===== config.mk =====
export PLATFORM = sky130hd
export DESIGN_NAME = soc_test_monitor
export DESIGN_NICKNAME = d
export VERILOG_FILES = /design/src/rtl/soc_test_monitor.sv
export SDC_FILE = /design/constraint.sdc
export NUM_CORES = 1
export LEC_CHECK = 0
export ABC_AREA = 0
export CAP_MARGIN = 20
export CORE_ASPECT_RATIO = 1.2
export CORE_MARGIN = 8
export CORE_UTILIZATION = 26
export DETAILED_ROUTE_END_ITERATION = 7
export PLACE_DENSITY_LB_ADDON = 0.25
export SLEW_MARGIN = 15
export SYNTH_ARGS = -nofsm -noshare
export SYNTH_HDL_FRONTEND = slang
export SYNTH_SLANG_ARGS = --single-unit

===== constraint.sdc =====
create_clock -name clk_i -period 5.9 [get_ports clk_i]
set_input_delay 1.18 -clock clk_i [delete_from_list [all_inputs] [get_ports clk_i]]
set_output_delay 1.18 -clock clk_i [all_outputs]
set_load 0.05 [all_outputs]

===== src/rtl/soc_test_monitor.sv =====
// End-of-test monitor: snoops each core's data-memory write port for a finished
// flag and a result word, applies a cycle timeout and reports done/pass/timeout.
module soc_test_monitor #(
  parameter int                    NUM_CORES      = 2,
  parameter int                    ADDR_WIDTH     = 32,
  parameter int                    DATA_WIDTH     = 32,
  parameter logic [ADDR_WIDTH-1:0] FLAG_ADDR      = 32'h0000_0FF0,
  parameter logic [ADDR_WIDTH-1:0] RESULT_ADDR    = 32'h0000_0FF4,
  parameter int                    TIMEOUT_CYCLES = 1000,
  parameter int                    CNT_WIDTH      = 32
) (
  input  logic                            clk_i,
  input  logic                            rst_i,
  input  logic                            start_i,
  input  logic [DATA_WIDTH-1:0]           expected_i,
  input  logic [NUM_CORES-1:0]            req_i,
  input  logic [NUM_CORES-1:0]            we_i,
  input  logic [NUM_CORES*ADDR_WIDTH-1:0] addr_i,
  input  logic [NUM_CORES*DATA_WIDTH-1:0] wdata_i,
  output logic                            busy_o,
  output logic                            done_o,
  output logic                            pass_o,
  output logic                            timeout_o,
  output logic [NUM_CORES-1:0]            flag_o,
  output logic [NUM_CORES-1:0]            mismatch_o,
  output logic [NUM_CORES*DATA_WIDTH-1:0] result_o,
  output logic [CNT_WIDTH-1:0]            cycles_o
);

  typedef enum logic [1:0] {S_IDLE, S_RUN, S_DONE, S_TIMEOUT} state_t;

  state_t                          state_q;
  logic [DATA_WIDTH-1:0]           expected_q;
  logic [NUM_CORES-1:0]            flag_set;
  logic [NUM_CORES-1:0]            flag_next;
  logic [NUM_CORES-1:0]            mismatch_next;
  logic [NUM_CORES*DATA_WIDTH-1:0] result_next;
  logic                            all_flags;
  logic                            timeout_hit;
  logic [CNT_WIDTH-1:0]            cycles_inc;

  // Results freeze per core once that core's flag is set; the final-cycle
  // captures feed the mismatch vector so status matches the visible results.
  always_comb begin
    flag_set      = '0;
    result_next   = result_o;
    mismatch_next = '0;
    for (int k = 0; k < NUM_CORES; k++) begin
      if (req_i[k] && we_i[k] && addr_i[k*ADDR_WIDTH +: ADDR_WIDTH] == FLAG_ADDR &&
          wdata_i[k*DATA_WIDTH +: DATA_WIDTH] != '0)
        flag_set[k] = 1'b1;
      if (req_i[k] && we_i[k] && addr_i[k*ADDR_WIDTH +: ADDR_WIDTH] == RESULT_ADDR &&
          !flag_o[k])
        result_next[k*DATA_WIDTH +: DATA_WIDTH] = wdata_i[k*DATA_WIDTH +: DATA_WIDTH];
      mismatch_next[k] = (result_next[k*DATA_WIDTH +: DATA_WIDTH] != expected_q);
    end
    flag_next   = flag_o | flag_set;
    all_flags   = &flag_next;
    timeout_hit = (cycles_o == CNT_WIDTH'(TIMEOUT_CYCLES - 1));
    cycles_inc  = (&cycles_o) ? cycles_o : cycles_o + 1'b1;
  end

  always_ff @(posedge clk_i or posedge rst_i) begin
    if (rst_i) begin
      state_q    <= S_IDLE;
      expected_q <= '0;
      busy_o     <= 1'b0;
      done_o     <= 1'b0;
      pass_o     <= 1'b0;
      timeout_o  <= 1'b0;
      flag_o     <= '0;
      mismatch_o <= '0;
      result_o   <= '0;
      cycles_o   <= '0;
    end else begin
      case (state_q)
        S_IDLE, S_DONE, S_TIMEOUT: begin
          if (start_i) begin
            state_q    <= S_RUN;
            expected_q <= expected_i;
            busy_o     <= 1'b1;
            done_o     <= 1'b0;
            pass_o     <= 1'b0;
            timeout_o  <= 1'b0;
            flag_o     <= '0;
            mismatch_o <= '0;
            result_o   <= '0;
            cycles_o   <= '0;
          end
        end
        S_RUN: begin
          flag_o   <= flag_next;
          result_o <= result_next;
          // A completing flag beats a timeout landing on the same cycle.
          if (all_flags) begin
            state_q    <= S_DONE;
            busy_o     <= 1'b0;
            done_o     <= 1'b1;
            pass_o     <= ~|mismatch_next;
            mismatch_o <= mismatch_next;
            cycles_o   <= cycles_inc;
          end else if (timeout_hit) begin
            state_q    <= S_TIMEOUT;
            busy_o     <= 1'b0;
            timeout_o  <= 1'b1;
            mismatch_o <= mismatch_next;
          end else begin
            cycles_o <= cycles_inc;
          end
        end
        default: state_q <= S_IDLE;
      endcase
    end
  end

endmodule


# Yosys cells after proc, flatten, opt, wreduce, memory -nomap -nowiden
# Index checks and enable logic that the tools add are counted.
# classes
eq_ne,16
addsub,1
n_bitwise,1
mux,32
reduce_logical,25
# op_table
cell,n
32-bit two-way mux,6
"32-bit by 12-bit equality test with 1-bit output, second input constant",4
64-bit case mux with 2 select lines,1
64-bit two-way mux,1
32-bit inequality test,2
32-bit case mux with 2 select lines,1
32-bit nonzero test,2
"32-bit by 1-bit adder with 32-bit output, second input constant",1
"32-bit by 10-bit equality test with 1-bit output, second input constant",1
32-bit AND reduction,1
2-bit two-way mux,6
2-bit case mux with 2 select lines,3
1-bit logical AND,10
1-bit two-way mux,10
2-bit AND reduction,5
"2-bit inequality test, second input constant",4
1-bit case mux with 2 select lines,4
"3-bit inequality test, second input constant",2
"2-bit equality test, second input constant",2
1-bit zero test,3
3-bit AND reduction,1
3-bit OR reduction,1
"2-bit by 1-bit equality test with 1-bit output, second input constant",1
2-bit zero test,1
2 further kinds,2
# totals
out_inout_bits,104
reg_bits,138
input_bits,167
word_cells,85

# Depth between registers and ports, before layout
# logic_depth
depth_word,9
depth_mapped,10

# Least setup slack after synthesis
# Ideal clock, no wire load.
# synth_timing
path_type,input-to-reg
from,input addr_i[45]
to,register mismatch_o[1]
arrival_ns,3.758
slack_ns,2.021
path_stages,8
required_time_ns,5.779
setup_ns,0.121
cell_sequence,or3_1 > or4_4 > nor4_4 > mux2_2 > a22oi_1 > nand4_1 > or4b_4 > a22o_1
# synth_between
elab_chain_len,8
word_cells_on_any_way,16
# synth_rtl
item,line_no,rtl
start: declaration,18,"input logic [NUM_CORES*ADDR_WIDTH-1:0] addr_i,"
"32-bit by 12-bit equality test with 1-bit output, on equally long branches","52, 49",
"1-bit logical AND, on equally long branches (2 in a row)","52, 49",
32-bit two-way mux / 1-bit two-way mux (equally long branches),"52, 49",
32-bit inequality test / 2-bit bitwise OR (equally long branches),"55, 57",
2-bit two-way mux / 2-bit AND reduction (equally long branches),"102, 58",
2-bit two-way mux / 3-bit inequality test (equally long branches),-,
2-bit case mux with 2 select lines / 2-bit AND reduction (equally long branches),-,
end signal: assignment,100,mismatch_o <= mismatch_next;
end signal: assignment,106,mismatch_o <= mismatch_next;
end: declaration,25,"output logic [NUM_CORES-1:0] mismatch_o,"
# Parallel ways exist; a longest one is shown, timed or not. The select of a mux whose other input is x is not followed.
# A chain may end at the register's enable or synchronous reset.

# Final worst setup path
# layout_timing
from,input addr_i[45]
to,register cycles_o[23]
# layout_between
elab_chain_len,8
word_cells_on_any_way,10
# layout_rtl
item,line_no,rtl
32-bit by 12-bit equality test with 1-bit output *,49,if (req_i[k] && we_i[k] && addr_i[k*ADDR_WIDTH +: ADDR_WIDTH] == FLAG_ADDR &&
1-bit logical AND * (2 in a row),49,
1-bit two-way mux *,49,
2-bit bitwise OR *,57,flag_next = flag_o | flag_set;
2-bit AND reduction *,58,all_flags = &flag_next;
32-bit two-way mux / 3-bit inequality test (equally long branches),-,
32-bit case mux with 2 select lines / 2-bit AND reduction (equally long branches),-,
end signal: assignment,101,cycles_o <= cycles_inc;
end signal: assignment,108,cycles_o <= cycles_inc;
end: declaration,27,output logic [CNT_WIDTH-1:0] cycles_o
# Every way passes the cells marked *; elsewhere a longest branch is shown, timed or not.

==> summary.txt <==
# DRC -> 0
Final antenna-violating net count -> 0
Row cnt -> 69
Sequential share of the synthesized area -> 44.6%
Mean Syn Cell Area -> 8.50 um2
Initial antenna violation count -> 1
Final min period -> 4.32 ns
Critical Path Source Type -> input pin
Hold WS -> 0.482 ns
Worst hold-check path type -> flip-flop to flip-flop
Post-Syn Area -> 0.00774 mm2
H-tree depth -> 4
Worst Path Class, Setup -> input pin to flip-flop
Port bufs -> 270
Root buf cell -> clkbuf_16
CTS Buf Count -> 17
Most frequent cell after synthesis -> nand2_1
Initial core utilization -> 26.3%
CP arrival -> 4.67 ns
Post CTS Setup Buffer Count -> 0
Clock Path Buffers -> 2
Syn Nets -> 1078
Final nets -> 1325
Final Hold Fails -> 0
DR WL/cell -> 21.1 um
Die Y -> 205 um
Leakage -> 4.61 nW
Largest net degree at the start of global routing -> 106
Post-synth top area share -> 44.6%
Number of gates resized after cts -> 0
Synth warn -> 0
Gr usage total -> 18.3%
Share of cells above drive strength 1 -> 4.87%
Reg clk slew, reported paths -> 0.07 ns
Total grt overflow -> 0
Critical Path RT -> 6.25 ns
FF+latch count, synth -> 138
Setup TNS -> 0 ns
Slew HR -> 33.7%
GP Congestion -> 0.896
Filler cell count -> 2962
Synth Flop Type -> dfrtp_1
Detailed-route via count -> 7771
Slew Limit Fails -> 0
Clock Skews -> 0.0127 ns
VDD IR max -> 0.162 mV
Pwr Density -> 298 mW/mm2
Max FO, Critical Path -> 20
Final Cycle Share -> 73.2%
Die X -> 173 um
Vias in the first global route -> 8090
Die area -> 0.0356 mm2
Num Clock Sinks -> 138
I/O Pins -> 271
Status -> finished, final reports clean
Drt pass-1 iters -> 5
First-pass GRT wire length -> 49700 um
Slew at the pin closest to its max-slew limit -> 0.995 ns
Number of enable flip-flop cells after synthesis -> 0
Worst-skew pair later-pin latency -> 0.43 ns
Cell Count, Final, Fillers Out -> 1561
Core area -> 0.0294 mm2
MaxCap Viol Count -> 0
Synth cell types -> 54
Cell type with the largest total area after synthesis -> dfrtp_1
Drt initial violations -> 655
Area added between synthesis and finish -> 47.0%
Final wirelength -> 33000 um
Vias/cell -> 4.98
Setup-failing EPs final -> 0
Unrepaired setup endpoints after global routing -> no
Syn Inst Count -> 910
Synth area leaders -> dfrtp_1 (45%), nand2_1 (10%), xor2_1 (7.7%), o21ai_0 (5.6%), nor4_1 (3.9%)
Element type at the critical path end -> flip-flop
Detailed Place HPWL -> 25800 um
Fmax -> 0.232 GHz
Hold_buf cts -> 0
TritonCTS clock tree -> yes
Most frequent cells after synthesis -> nand2_1 (212), dfrtp_1 (138), o21ai_0 (87), xor2_1 (68)
Inst Count DP -> 1528
Async SR Flop Fraction -> 100%
-- where the power goes --
group	switching (mW)	internal (mW)	total (mW)
clock network	0.480	0.557	1.04
logic	0.571	0.413	0.984
registers	0.302	1.07	1.37
-- stage by stage --
step / instance area, um2 / power (mW) / util (%) / worst slack, ns
2_1_floorplan: 7740 / 1.90 / - / 1.02
3_3_place_gp: 10800 / 2.37 / 36.8 / 1.19
3_5_place_dp: 10800 / 2.38 / 36.8 / 1.09
4_1_cts: 11400 / 3.42 / 38.6 / 1.54
5_1_grt: 11400 / 3.57 / 38.7 / 1.26
6_report: 11400 / 3.40 / 38.7 / 1.58
-- registers in the layout, indices dropped and copies added, names as in the netlist, 2 cells and up --
name,count
result_o,64
cycles_o,32
expected_q,32
flag_o,2
mismatch_o,2
state_q,2
-- metal layers --
layer / share of wire, % / vias up / GRT usage, % / wire [um]
met3: 5.8 / 41 / 3.56 / 1910
met1: 41 / 3777 / 22.4 / 13600
met4: 2.0 / 0 / 5.55 / 643
met2: 51 / 284 / 32.1 / 16800
li1: - / 3669 / - / -
met5: 0 / - / 0 / 0
-- placed cells by master (no fill, tap or decap), types with 5 or more instances in the layout --
cell and count:
dfrtp_1 138, xor2_1 68, clkdlybuf4s50_1 270, o31ai_1 8
nand2_1 211, o22ai_1 15, nand2b_1 6, a21oi_1 18
o21ai_0 87, and2_1 5, xnor2_1 22, or3_1 17
nand3_1 17, nor3_1 7, nor2_1 36, buf_4 9
inv_6 8, mux2i_1 19, inv_1 41, nor4_1 48
nand4_1 29, clkbuf_16 17
-- worst max-delay path, cell delays in order --
cell and delay [ns]:
clkdlybuf4s50_1 0.41, or3_1 0.36, or4_4 0.45, or3_1 0.36, o31a_1 0.31, o21ai_2 0.31
nand4_1 0.59, or3_1 0.57, a21oi_1 0.14
-- logic make-up after synthesis --
| family | share of synthesized area, % |
|---|---|
| flops | 44.6 |
| compound gates | 12.4 |
| simple gates | 25.1 |
| mux | 2.89 |
| buf+inv | 4.61 |
| xor+xnor | 10.2 |
| fa+ha+maj | 0.162 |
-- area by class of cell --
type,instances,area [um2],area share (%)
clock buffers,18,429,3.77
well taps,390,488,4.29
repair buffers,279,2770,24.3
clock inverters,14,128,1.12
inverters,42,163,1.43
multi-input cells,679,3950,34.7
flip-flops and latches,138,3450,30.3
diodes,1,2.50,0.0220
-- final timing paths --
kind                                   start             end  slack, ns  depth (start not counted)
worst min register to register     timeout_o       timeout_o       0.48                          2
worst max register to register  cycles_o[13]    cycles_o[23]       2.67                          7
min in group asynchronous              rst_i   mismatch_o[0]       1.34                          2
worst max-delay path              addr_i[45]    cycles_o[23]       1.58                          9
max in group asynchronous              rst_i  expected_q[29]       3.53                          3
worst min-delay path               timeout_o       timeout_o       0.48                          2
(Power assumes the default switching activity.)
